File: config.mk
export PLATFORM = sky130hd
export DESIGN_NAME = hs32_mem_arbiter
export DESIGN_NICKNAME = d
export VERILOG_FILES = /design/src/rtl/hs32_mem_arbiter_pkg.sv /design/src/rtl/hs32_bus_timer.sv /design/src/rtl/hs32_mem_arbiter.sv
export SDC_FILE = /design/constraint.sdc
export NUM_CORES = 1
export LEC_CHECK = 0
export BUFFER_PORTS_ARGS = -buffer_cell sky130_fd_sc_hd__buf_2
export CORE_MARGIN = 3
export CORE_UTILIZATION = 50
export DETAILED_ROUTE_END_ITERATION = 8
export GPL_TIMING_DRIVEN = 0
export PLACE_DENSITY = 0.95
export SETUP_SLACK_MARGIN = 0.5
export SKIP_LAST_GASP = 1
export SLEW_MARGIN = 20
export SYNTH_ARGS = -nofsm -noshare
export SYNTH_HDL_FRONTEND = slang
export SYNTH_HIERARCHICAL = 1
export SYNTH_SLANG_ARGS = --single-unit
File: constraint.sdc
create_clock -name clk -period 2.4 [get_ports clk]
set_input_delay 0.12 -clock clk [delete_from_list [all_inputs] [get_ports clk]]
set_output_delay 0.12 -clock clk [all_outputs]
set_load 0.01 [all_outputs]
File: src/rtl/hs32_mem_arbiter_pkg.sv
// ---------------------------------------------------------------------------
// hs32_mem_arbiter_pkg
// Shared definitions for the HS32 memory arbiter and the bus models that sit
// next to it: FSM state encodings and the default read data returned on a
// timed-out bus transaction.
// ---------------------------------------------------------------------------
package hs32_mem_arbiter_pkg;

  typedef enum logic [1:0] {
    ST_IDLE  = 2'd0,
    ST_FETCH = 2'd1,
    ST_EXEC  = 2'd2,
    ST_RESP  = 2'd3
  } arb_state_e;

  localparam logic [31:0] HS32_ERRDATA = 32'hDEAD_BEEF;

endpackage

File: src/rtl/hs32_bus_timer.sv
// ---------------------------------------------------------------------------
// hs32_bus_timer
// Counts memory-bus wait cycles of the current transaction and flags expiry
// on the wait cycle that brings the count to TIMEOUT. TIMEOUT = 0 disables
// the timer entirely (expired_o tied low, no counter state).
//
// Ports:
//   clk        in  system clock
//   rstn       in  asynchronous active-low reset
//   run_i      in  a bus transaction is in flight
//   hit_i      in  memory completed this cycle (m_rdy)
//   expired_o  out this cycle is the TIMEOUT-th wait cycle without hit_i
// ---------------------------------------------------------------------------
module hs32_bus_timer #(
  parameter int TIMEOUT = 0
) (
  input  logic clk,
  input  logic rstn,
  input  logic run_i,
  input  logic hit_i,
  output logic expired_o
);

  generate
    if (TIMEOUT > 0) begin : g_timer
      localparam int CW = $clog2(TIMEOUT + 1);

      logic [CW-1:0] cnt_q;
      logic [CW-1:0] cnt_d;
      logic          last_wait;

      // Holding TIMEOUT-1 means the current wait cycle is the TIMEOUT-th.
      assign last_wait = (cnt_q == CW'(TIMEOUT - 1));
      assign expired_o = run_i && !hit_i && last_wait;

      always_comb begin
        cnt_d = cnt_q;
        if (!run_i || hit_i || last_wait) begin
          cnt_d = '0;
        end else begin
          cnt_d = cnt_q + 1'b1;
        end
      end

      always_ff @(posedge clk or negedge rstn) begin
        if (!rstn) begin
          cnt_q <= '0;
        end else begin
          cnt_q <= cnt_d;
        end
      end
    end else begin : g_no_timer
      logic unused_no_timer;
      assign unused_no_timer = ^{clk, rstn, run_i, hit_i};
      assign expired_o       = 1'b0;
    end
  endgenerate

endmodule

File: src/rtl/hs32_mem_arbiter.sv
// ---------------------------------------------------------------------------
// hs32_mem_arbiter
// Arbitrates the HS32 fetch (read-only) and execute (read/write) ports onto a
// single memory bus with one outstanding transaction. Ties alternate using
// the last_x bit (execute wins the first tie after reset). Every transaction
// passes through RESP, which ignores requests, so a served client gets one
// cycle to present its next address before IDLE samples it again.
//
// Ports:
//   clk, rstn                  clock, asynchronous active-low reset
//   f_addr, f_req              fetch request
//   f_dtr, f_rdy, f_err        fetch response (rdy is a one-cycle pulse)
//   x_addr, x_dtw, x_rw, x_req execute request (x_rw 1 = write)
//   x_dtr, x_rdy, x_err        execute response (rdy is a one-cycle pulse)
//   m_addr, m_dtw, m_rw, m_req memory bus request, held until m_rdy
//   m_dtr, m_rdy               memory bus response
// All outputs are registered.
// ---------------------------------------------------------------------------
module hs32_mem_arbiter
  import hs32_mem_arbiter_pkg::*;
#(
  parameter int          TIMEOUT = 0,
  parameter logic [31:0] ERRDATA = HS32_ERRDATA
) (
  input  logic        clk,
  input  logic        rstn,
  input  logic [31:0] f_addr,
  input  logic        f_req,
  output logic [31:0] f_dtr,
  output logic        f_rdy,
  input  logic [31:0] x_addr,
  input  logic [31:0] x_dtw,
  input  logic        x_rw,
  input  logic        x_req,
  output logic [31:0] x_dtr,
  output logic        x_rdy,
  output logic        x_err,
  output logic        f_err,
  output logic [31:0] m_addr,
  output logic [31:0] m_dtw,
  output logic        m_rw,
  output logic        m_req,
  input  logic [31:0] m_dtr,
  input  logic        m_rdy
);

  arb_state_e  state_q;
  logic        last_x_q;
  logic        srv_x_q;
  logic        err_q;
  logic [31:0] f_dtr_q;
  logic [31:0] x_dtr_q;
  logic [31:0] m_addr_q;
  logic [31:0] m_dtw_q;
  logic        f_rdy_q;
  logic        x_rdy_q;
  logic        f_err_q;
  logic        x_err_q;
  logic        m_rw_q;
  logic        m_req_q;
  logic        busy;
  logic        tmo;
  logic        grant_x;

  assign busy    = (state_q == ST_FETCH) || (state_q == ST_EXEC);
  // Execute wins when alone, or on a tie when fetch was not the last... i.e.
  // when the last served port was fetch (last_x_q = 0).
  assign grant_x = x_req && (!f_req || !last_x_q);

  hs32_bus_timer #(
    .TIMEOUT (TIMEOUT)
  ) u_timer (
    .clk       (clk),
    .rstn      (rstn),
    .run_i     (busy),
    .hit_i     (m_rdy),
    .expired_o (tmo)
  );

  always_ff @(posedge clk or negedge rstn) begin
    if (!rstn) begin
      state_q  <= ST_IDLE;
      last_x_q <= 1'b0;
      srv_x_q  <= 1'b0;
      err_q    <= 1'b0;
      f_dtr_q  <= '0;
      x_dtr_q  <= '0;
      m_addr_q <= '0;
      m_dtw_q  <= '0;
      f_rdy_q  <= 1'b0;
      x_rdy_q  <= 1'b0;
      f_err_q  <= 1'b0;
      x_err_q  <= 1'b0;
      m_rw_q   <= 1'b0;
      m_req_q  <= 1'b0;
    end else begin
      // Completion flags are pulses unless RESP sets them below.
      f_rdy_q <= 1'b0;
      x_rdy_q <= 1'b0;
      f_err_q <= 1'b0;
      x_err_q <= 1'b0;
      case (state_q)
        ST_IDLE: begin
          if (grant_x) begin
            m_addr_q <= x_addr;
            m_dtw_q  <= x_dtw;
            m_rw_q   <= x_rw;
            m_req_q  <= 1'b1;
            srv_x_q  <= 1'b1;
            state_q  <= ST_EXEC;
          end else if (f_req) begin
            m_addr_q <= f_addr;
            m_dtw_q  <= '0;
            m_rw_q   <= 1'b0;
            m_req_q  <= 1'b1;
            srv_x_q  <= 1'b0;
            state_q  <= ST_FETCH;
          end
        end
        ST_FETCH, ST_EXEC: begin
          if (m_rdy) begin
            if (srv_x_q) x_dtr_q <= m_dtr;
            else         f_dtr_q <= m_dtr;
            err_q   <= 1'b0;
            m_req_q <= 1'b0;
            state_q <= ST_RESP;
          end else if (tmo) begin
            if (srv_x_q) x_dtr_q <= ERRDATA;
            else         f_dtr_q <= ERRDATA;
            err_q   <= 1'b1;
            m_req_q <= 1'b0;
            state_q <= ST_RESP;
          end
        end
        ST_RESP: begin
          x_rdy_q  <= srv_x_q;
          x_err_q  <= srv_x_q & err_q;
          f_rdy_q  <= ~srv_x_q;
          f_err_q  <= ~srv_x_q & err_q;
          last_x_q <= srv_x_q;
          state_q  <= ST_IDLE;
        end
        default: state_q <= ST_IDLE;
      endcase
    end
  end

  assign f_dtr  = f_dtr_q;
  assign f_rdy  = f_rdy_q;
  assign f_err  = f_err_q;
  assign x_dtr  = x_dtr_q;
  assign x_rdy  = x_rdy_q;
  assign x_err  = x_err_q;
  assign m_addr = m_addr_q;
  assign m_dtw  = m_dtw_q;
  assign m_rw   = m_rw_q;
  assign m_req  = m_req_q;

endmodule

==> results.py, run 1 <==
metrics = {
    "sta": {
        "period_minus_slack_ns": 1.78,
        "holdWs_ns": 0.00686,
        "fin_ws_ns": 0.624,
        "setup_viol": 0,
        "setup_tns_ns": 0,
        "timing.final.crit_share": 0.740,
        "hold_viol_final": 0,
        "slew_headroom": 0.646,
        "clock_skew_ns": 0.0123,
        "finalMaxSlewViolations": 0,
        "max_freq_ghz": 0.563,
        "rsz0062_at_grt": "no",
        "tightest_slew_ns": 0.530,
    },
    "routing": {
        "ant_nets": 0,
        "drc": 0,
        "wl_per_cell_um": 18.8,
        "wl_mm": 19.6,
        "dr.first_iter.drc_count": 536,
        "vias": 5843,
        "viasPerCell": 5.60,
        "drtPass1Iterations": 5,
    },
    "min_path": {
        "hold_class": "input pin to register",
        "whs_path_depth": 3,
    },
    "placement": {
        "place_ws_ns": 0.527,
        "gp_congestion": 0.874,
        "placedCellCount": 931,
        "port_buffers": 266,
        "post-dp-hpwl_mm": 12.7,
    },
    "floorplanning": {
        "core_mm2": 0.0109,
        "die-area_mm2": 0.0126,
        "die_w_um": 112,
        "start_util": 0.517,
        "die_h_um": 112,
        "rows": 38,
        "ios": 268,
    },
    "clock_network": {
        "cts-root-buf": "clkbuf_16",
        "clock-sinks": 139,
        "numCtsBuffers": 17,
        "path_clk_slew_ns": 0.06,
        "clk_latency_ns": 0.41,
        "cts_max_path_buffers": 2,
        "cts_max_level": 4,
        "cts_tree": "built",
    },
    "finish": {
        "drive_gt1_frac": 0.381,
        "final_nets": 1027,
        "n_antenna_cell": 0,
        "final.fill_count": 658,
        "area_growth_pct": 51.9,
        "seqCellArea_mm2": 0.00348,
        "multiInputGateArea_mm2": 0.00196,
        "finalNonFillerCells": 1043,
    },
    "yosys": {
        "yosys.cell_types.count": 29,
        "async_flop_share": 1.00,
        "netlist_area_mm2": 0.00566,
        "synthCells": 524,
        "syn-num-nets": 661,
        "synth_warnings": 6,
        "avgSynthCellArea_um2": 10.8,
        "synth_edf_count": 0,
        "ys_ff_latch": 139,
        "seq_area_frac_synth": 0.615,
        "synthFlopType": "dfrtp_1",
    },
    "job": {
        "max_cap_violations": 0,
    },
    "grt": {
        "grt_max_degree": 105,
        "grt_pass1_vias": 6126,
        "grt_util_all_layers": 0.315,
        "overflow": 0,
        "grt_pass1_wl_mm": 31.4,
        "antenna_found_initial": 0,
    },
    "setup_path": {
        "crit_arrival_ns": 2.05,
        "ff2ff_path_depth": 7,
        "crit_required_ns": 2.67,
        "end_kind": "register",
        "path_max_fanout": 10,
        "cp-start-kind": "register",
        "path_class": "register to register",
    },
    "power_and_ir_drop": {
        "p_total_mw": 11.7,
        "ir_drop_mv": 0.840,
        "leakagePower_nw": 4.30,
        "p_per_area_mw_per_mm2": 1370,
    },
    "outcome": {
        "status": "finished clean",
    },
}
[routing by layer]
metal | up-vias | wire length, µm | track usage
met5 | - | 0 | 0
met4 | 0 | 779 | 0.152
met3 | 62 | 1800 | 0.0846
met2 | 403 | 9900 | 0.529
met1 | 2819 | 7150 | 0.377
li1 | 2559 | - | -
[power breakdown]
group | leakage [nW] | switching [mW] | internal [mW]
clock network | 0.273 | 1.03 | 1.53
registers | 1.67 | 0.687 | 3.50
logic | 2.35 | 2.91 | 2.08
[registers in the layout, indices dropped and copies added (netlist names)]
signal and flops:
state_q 2, err_q 1, f_dtr 32, srv_x_q 1
m_dtw 32, m_req 1, last_x_q 1, x_dtr 32
m_rw 1, x_rdy 1, f_rdy 1, f_err 1
m_addr 32, x_err 1
[cell type report]
cell class,count,share of cell area
clock buffer,18,0.0499
timing repair buffer,347,0.252
sequential,139,0.405
multi-input combinational,339,0.228
inverter,3,0.00131
tap,140,0.0204
buffer,43,0.0261
clock inverter,14,0.0169
[cell usage in the layout (no fill, tap or decap), drive strengths merged, types with 2 or more instances in the layout]
cell type    instances
o21ai               55
mux2i                2
mux2                14
dfrtp              139
clkinvlp             4
nor2                36
nand2b               5
a21o                 2
a21oi               67
a22o                33
nand2               65
dlygate4sd3         80
o31ai               26
ha                   3
nor2b               20
bufinv               2
inv                  6
and2                 4
clkinv               5
clkbuf              37
buf                291
[repair_timing]
action,CTS,global route
buffers inserted,0,0
hold buffers,80,0
hold endpoints to repair,136,0
setup endpoints to repair,0,48
gates resized for setup,0,15
[Yosys cell counts, drive strengths merged, types with 3 or more instances]
library cell | count | area [µm²]
ha | 3 | 37.5
and2 | 4 | 25.0
nor2 | 36 | 138
a21oi | 67 | 335
clkbuf | 19 | 71.3
dfrtp | 139 | 3480
mux2 | 14 | 158
nand2 | 65 | 244
buf | 24 | 139
inv | 3 | 11.3
a22o | 33 | 289
nand2b | 5 | 31.3
o21ai | 55 | 279
nor2b | 20 | 125
o31ai | 26 | 195
[logic make-up (layout without fill, tap and decap cells)]
kind of cell / Yosys count / after routing / synth area share
adder cells (fa/ha/maj): 3 / 3 / 0.00663
other: 1 / 1 / 0.000663
multiplexers: 16 / 16 / 0.0314
flip-flops: 139 / 139 / 0.615
AO/OA/AOI/OAI: 188 / 188 / 0.207
AND/OR/NAND/NOR: 131 / 131 / 0.101
buffers and inverters: 46 / 425 / 0.0391
[worst max-delay path, stage by stage, from the launching register on]
cell      delay [ns]
dfrtp_1         0.37
inv_1           0.07
ha_1            0.27
clkbuf_4        0.18
o21ai_2         0.16
clkbuf_2        0.23
o21ai_0         0.24
o31ai_1         0.11
[metrics by stage]
stage	utilization	instance area (µm²)
6_report	0.786	8600
3_3_place_gp	0.655	7160
2_1_floorplan	-	5660
5_1_grt	0.786	8600
3_5_place_dp	0.659	7200
4_1_cts	0.784	8580
[worst paths after layout]
| kind | startpoint | end | slack [ns] |
|---|---|---|---|
| worst max-delay path | state_q[0] | f_dtr[3] | 0.62 |
| worst min-delay path | x_addr[10] | m_addr[10] | 0.007 |
| worst max register to register | state_q[0] | f_dtr[3] | 0.62 |
| worst min register to register | x_dtr[9] | x_dtr[9] | 0.48 |
| max in group asynchronous | rstn | x_dtr[24] | 1.42 |
| min in group asynchronous | rstn | x_dtr[2] | 0.18 |
No activity file was read; power rests on OpenSTA's default activity.
==> inputs of run 2 (changes only) <==
--- a/config.mk
+++ b/config.mk
@@ -7,10 +7,10 @@
 export LEC_CHECK = 0
 export BUFFER_PORTS_ARGS = -buffer_cell sky130_fd_sc_hd__buf_2
 export CORE_MARGIN = 3
-export CORE_UTILIZATION = 50
+export CORE_UTILIZATION = 47
 export DETAILED_ROUTE_END_ITERATION = 8
 export GPL_TIMING_DRIVEN = 0
-export PLACE_DENSITY = 0.95
+export PLACE_DENSITY = 0.92
 export SETUP_SLACK_MARGIN = 0.5
 export SKIP_LAST_GASP = 1
 export SLEW_MARGIN = 20
==> constraint.sdc (replaced) <==
create_clock -name clk -period 1.7 [get_ports clk]
set_input_delay 0.085 -clock clk [delete_from_list [all_inputs] [get_ports clk]]
set_output_delay 0.085 -clock clk [all_outputs]
set_load 0.01 [all_outputs]
==> run 2 against run 1 <==
  * The run now ends with negative setup slack left
  * Global-route usage is 8.1 points higher
  * Via count is 32% higher
  * Non-clock buffer count is 84 higher
  * Critical path depth stayed put
  * Final area is 30% higher
  * Critical endpoint is now m_req
  * Clock skew is 0.0037 ns lower
  * Highest routed layer is now met5
  * First-iteration DRC count grew to 2.5 times the previous value
  * Clock power is 57% higher
  * Worst setup slack worse by 0.78 ns
  * Total power is 110% higher
==> results.py, run 2 (synthesis results as in run 1) <==
metrics = {
    "clock_network": {
        "cts-root-buf": "clkbuf_16",
        "cts_max_path_buffers": 2,
        "clk_latency_ns": 0.43,
        "cts_max_level": 4,
        "numCtsBuffers": 17,
        "cts_tree": "built",
        "path_clk_slew_ns": 0.06,
        "clock-sinks": 139,
    },
    "sta": {
        "max_freq_ghz": 0.540,
        "finalMaxSlewViolations": 0,
        "setup_viol": 15,
        "tightest_slew_ns": 0.963,
        "setup_tns_ns": -0.790,
        "fin_ws_ns": -0.153,
        "clock_skew_ns": 0.00861,
        "rsz0062_at_grt": "yes",
        "slew_headroom": 0.358,
        "hold_viol_final": 0,
        "period_minus_slack_ns": 1.85,
        "timing.final.crit_share": 1.09,
    },
    "finish": {
        "multiInputGateArea_mm2": 0.00317,
        "final_nets": 1111,
        "area_growth_pct": 97.9,
        "seqCellArea_mm2": 0.00348,
        "final_cell_mix": "buf_2 (267), dfrtp_1 (138), dlygate4sd3_1 (124), a21oi_2 (47), nand2_1 (39)",
        "drive_gt1_frac": 0.591,
        "final_common_cell": "buf_2",
        "final.fill_count": 226,
    },
    "routing": {
        "ant_nets": 0,
        "drtPass1Iterations": 8,
        "wl_mm": 38.1,
        "wl_per_cell_um": 33.4,
        "dr.first_iter.drc_count": 1356,
        "drc": 0,
        "vias": 7723,
        "viasPerCell": 6.77,
    },
    "setup_path": {
        "path_class": "register to register",
        "path_max_fanout": 3,
        "ff2ff_path_depth": 7,
        "crit_arrival_ns": 2.12,
        "cp-start-kind": "register",
        "end_kind": "register",
        "crit_required_ns": 1.97,
    },
    "job": {
        "max_cap_violations": 0,
    },
    "grt": {
        "grt_pass1_wl_mm": 39.8,
        "use_met2": 0.684,
        "gr-usage-met1": 0.430,
        "use_met3": 0.115,
        "grt_util_all_layers": 0.396,
        "grt-busiest-layer": "met2",
        "grt_pass1_vias": 7270,
        "overflow": 0,
        "antenna_found_initial": 10,
        "grt_max_degree": 78,
    },
    "power_and_ir_drop": {
        "ir_drop_mv": 1.21,
        "power_frac_comb": 0.561,
        "switchingPower_mw": 11.2,
        "p_total_mw": 24.7,
        "seqPwrFrac": 0.275,
        "p_per_area_mw_per_mm2": 2200,
        "clockPowerShare": 0.163,
        "netSwitchingFraction": 0.452,
        "leakagePower_nw": 5.21,
        "p_int_mw": 13.5,
    },
    "min_path": {
        "hold_class": "input pin to register",
        "whs_path_depth": 3,
    },
    "floorplanning": {
        "die-area_mm2": 0.0134,
        "ios": 268,
        "rows": 39,
        "core_mm2": 0.0116,
        "die_h_um": 116,
        "start_util": 0.487,
        "die_w_um": 116,
    },
    "placement": {
        "port_buffers": 266,
        "place_ws_ns": -0.0325,
        "post-dp-hpwl_mm": 12.2,
        "gp_congestion": 0.837,
    },
    "outcome": {
        "violations": "negative setup slack",
        "status": "complete, but fails checks",
    },
}
-- run 2: cell types whose count changed in the layout (fill, tap and decap cells not counted), sizes merged --
| cell | previous run | this run |
|---|---|---|
| dlygate4sd3 | 80 | 124 |
| inv | 6 | 4 |
| buf | 291 | 336 |
| bufinv | 2 | 3 |
| clkinv | 5 | 1 |
| clkbuf | 37 | 36 |
| diode | 0 | 11 |
-- run 2: cell type report --
type,instances,area share
repair buffers,431,0.284
clock buffers,22,0.0423
multi-input cells,339,0.283
clock inverters,9,0.0123
diodes,11,0.00246
inverters,3,0.00101
plain buffers,43,0.0475
flip-flops and latches,139,0.311
well taps,143,0.0160
-- run 2: path summary, 6_finish.rpt --
path / from / end / slack, ns
setup / recovery: state_q[1] / m_req / -0.15
hold / removal: m_dtr[25] / f_dtr[25] / 0.06
setup reg to reg: state_q[1] / m_req / -0.15
hold reg to reg: m_dtw[7] / m_dtw[7] / 0.52
max in group asynchronous: rstn / m_addr[10] / 0.71
min in group asynchronous: rstn / f_dtr[29] / 0.21
-- run 2: power groups by stage --
stage | clock, mW | combinational, mW | sequential, mW
floorplan | 0 | 3.29 | 6.48
global placement | 0 | 6.57 | 5.81
detailed placement | 0 | 6.79 | 5.83
CTS | 3.83 | 10.0 | 5.98
global route | 4.11 | 14.3 | 6.80
finish | 4.03 | 13.9 | 6.80
-- run 2: through the flow --
| step | cell area (µm²) | hold slack, ns | utilization | std cells |
|---|---|---|---|---|
| floorplan | 5700 | -0.211 | - | 524 |
| global placement | 7210 | 0.302 | 0.621 | 933 |
| finish | 11200 | 0.0604 | 0.964 | 1140 |
| CTS | 10300 | 0.0296 | 0.890 | 1125 |
| global route | 11200 | 0.0666 | 0.964 | 1137 |
| detailed placement | 7250 | 0.0539 | 0.624 | 934 |
-- run 2: layer usage --
layer | wire, µm | share of wire | vias up
met4 | 5010 | 0.13 | 6
li1 | - | - | 2757
met2 | 16600 | 0.44 | 992
met1 | 11200 | 0.29 | 3523
met5 | 34 | 0.00089 | -
met3 | 5180 | 0.14 | 445
-- run 2: timing repair --
item | 4_1_cts | 5_1_grt
pin swaps | 57 | 8
setup buffers | 20 | 3
endpoints found under the hold margin | 159 | 0
setup endpoints to repair | 135 | 136
gates resized for setup | 273 | 185
hold buffers | 124 | 0
gates cloned | 16 | 1
-- run 2: critical path: stages, from the launching register on --
cell and delay (ns):
dfrtp_1 0.42, inv_2 0.12, ha_4 0.21, buf_6 0.13
buf_4 0.15, a22oi_2 0.29, buf_4 0.23, o21ai_1 0.14
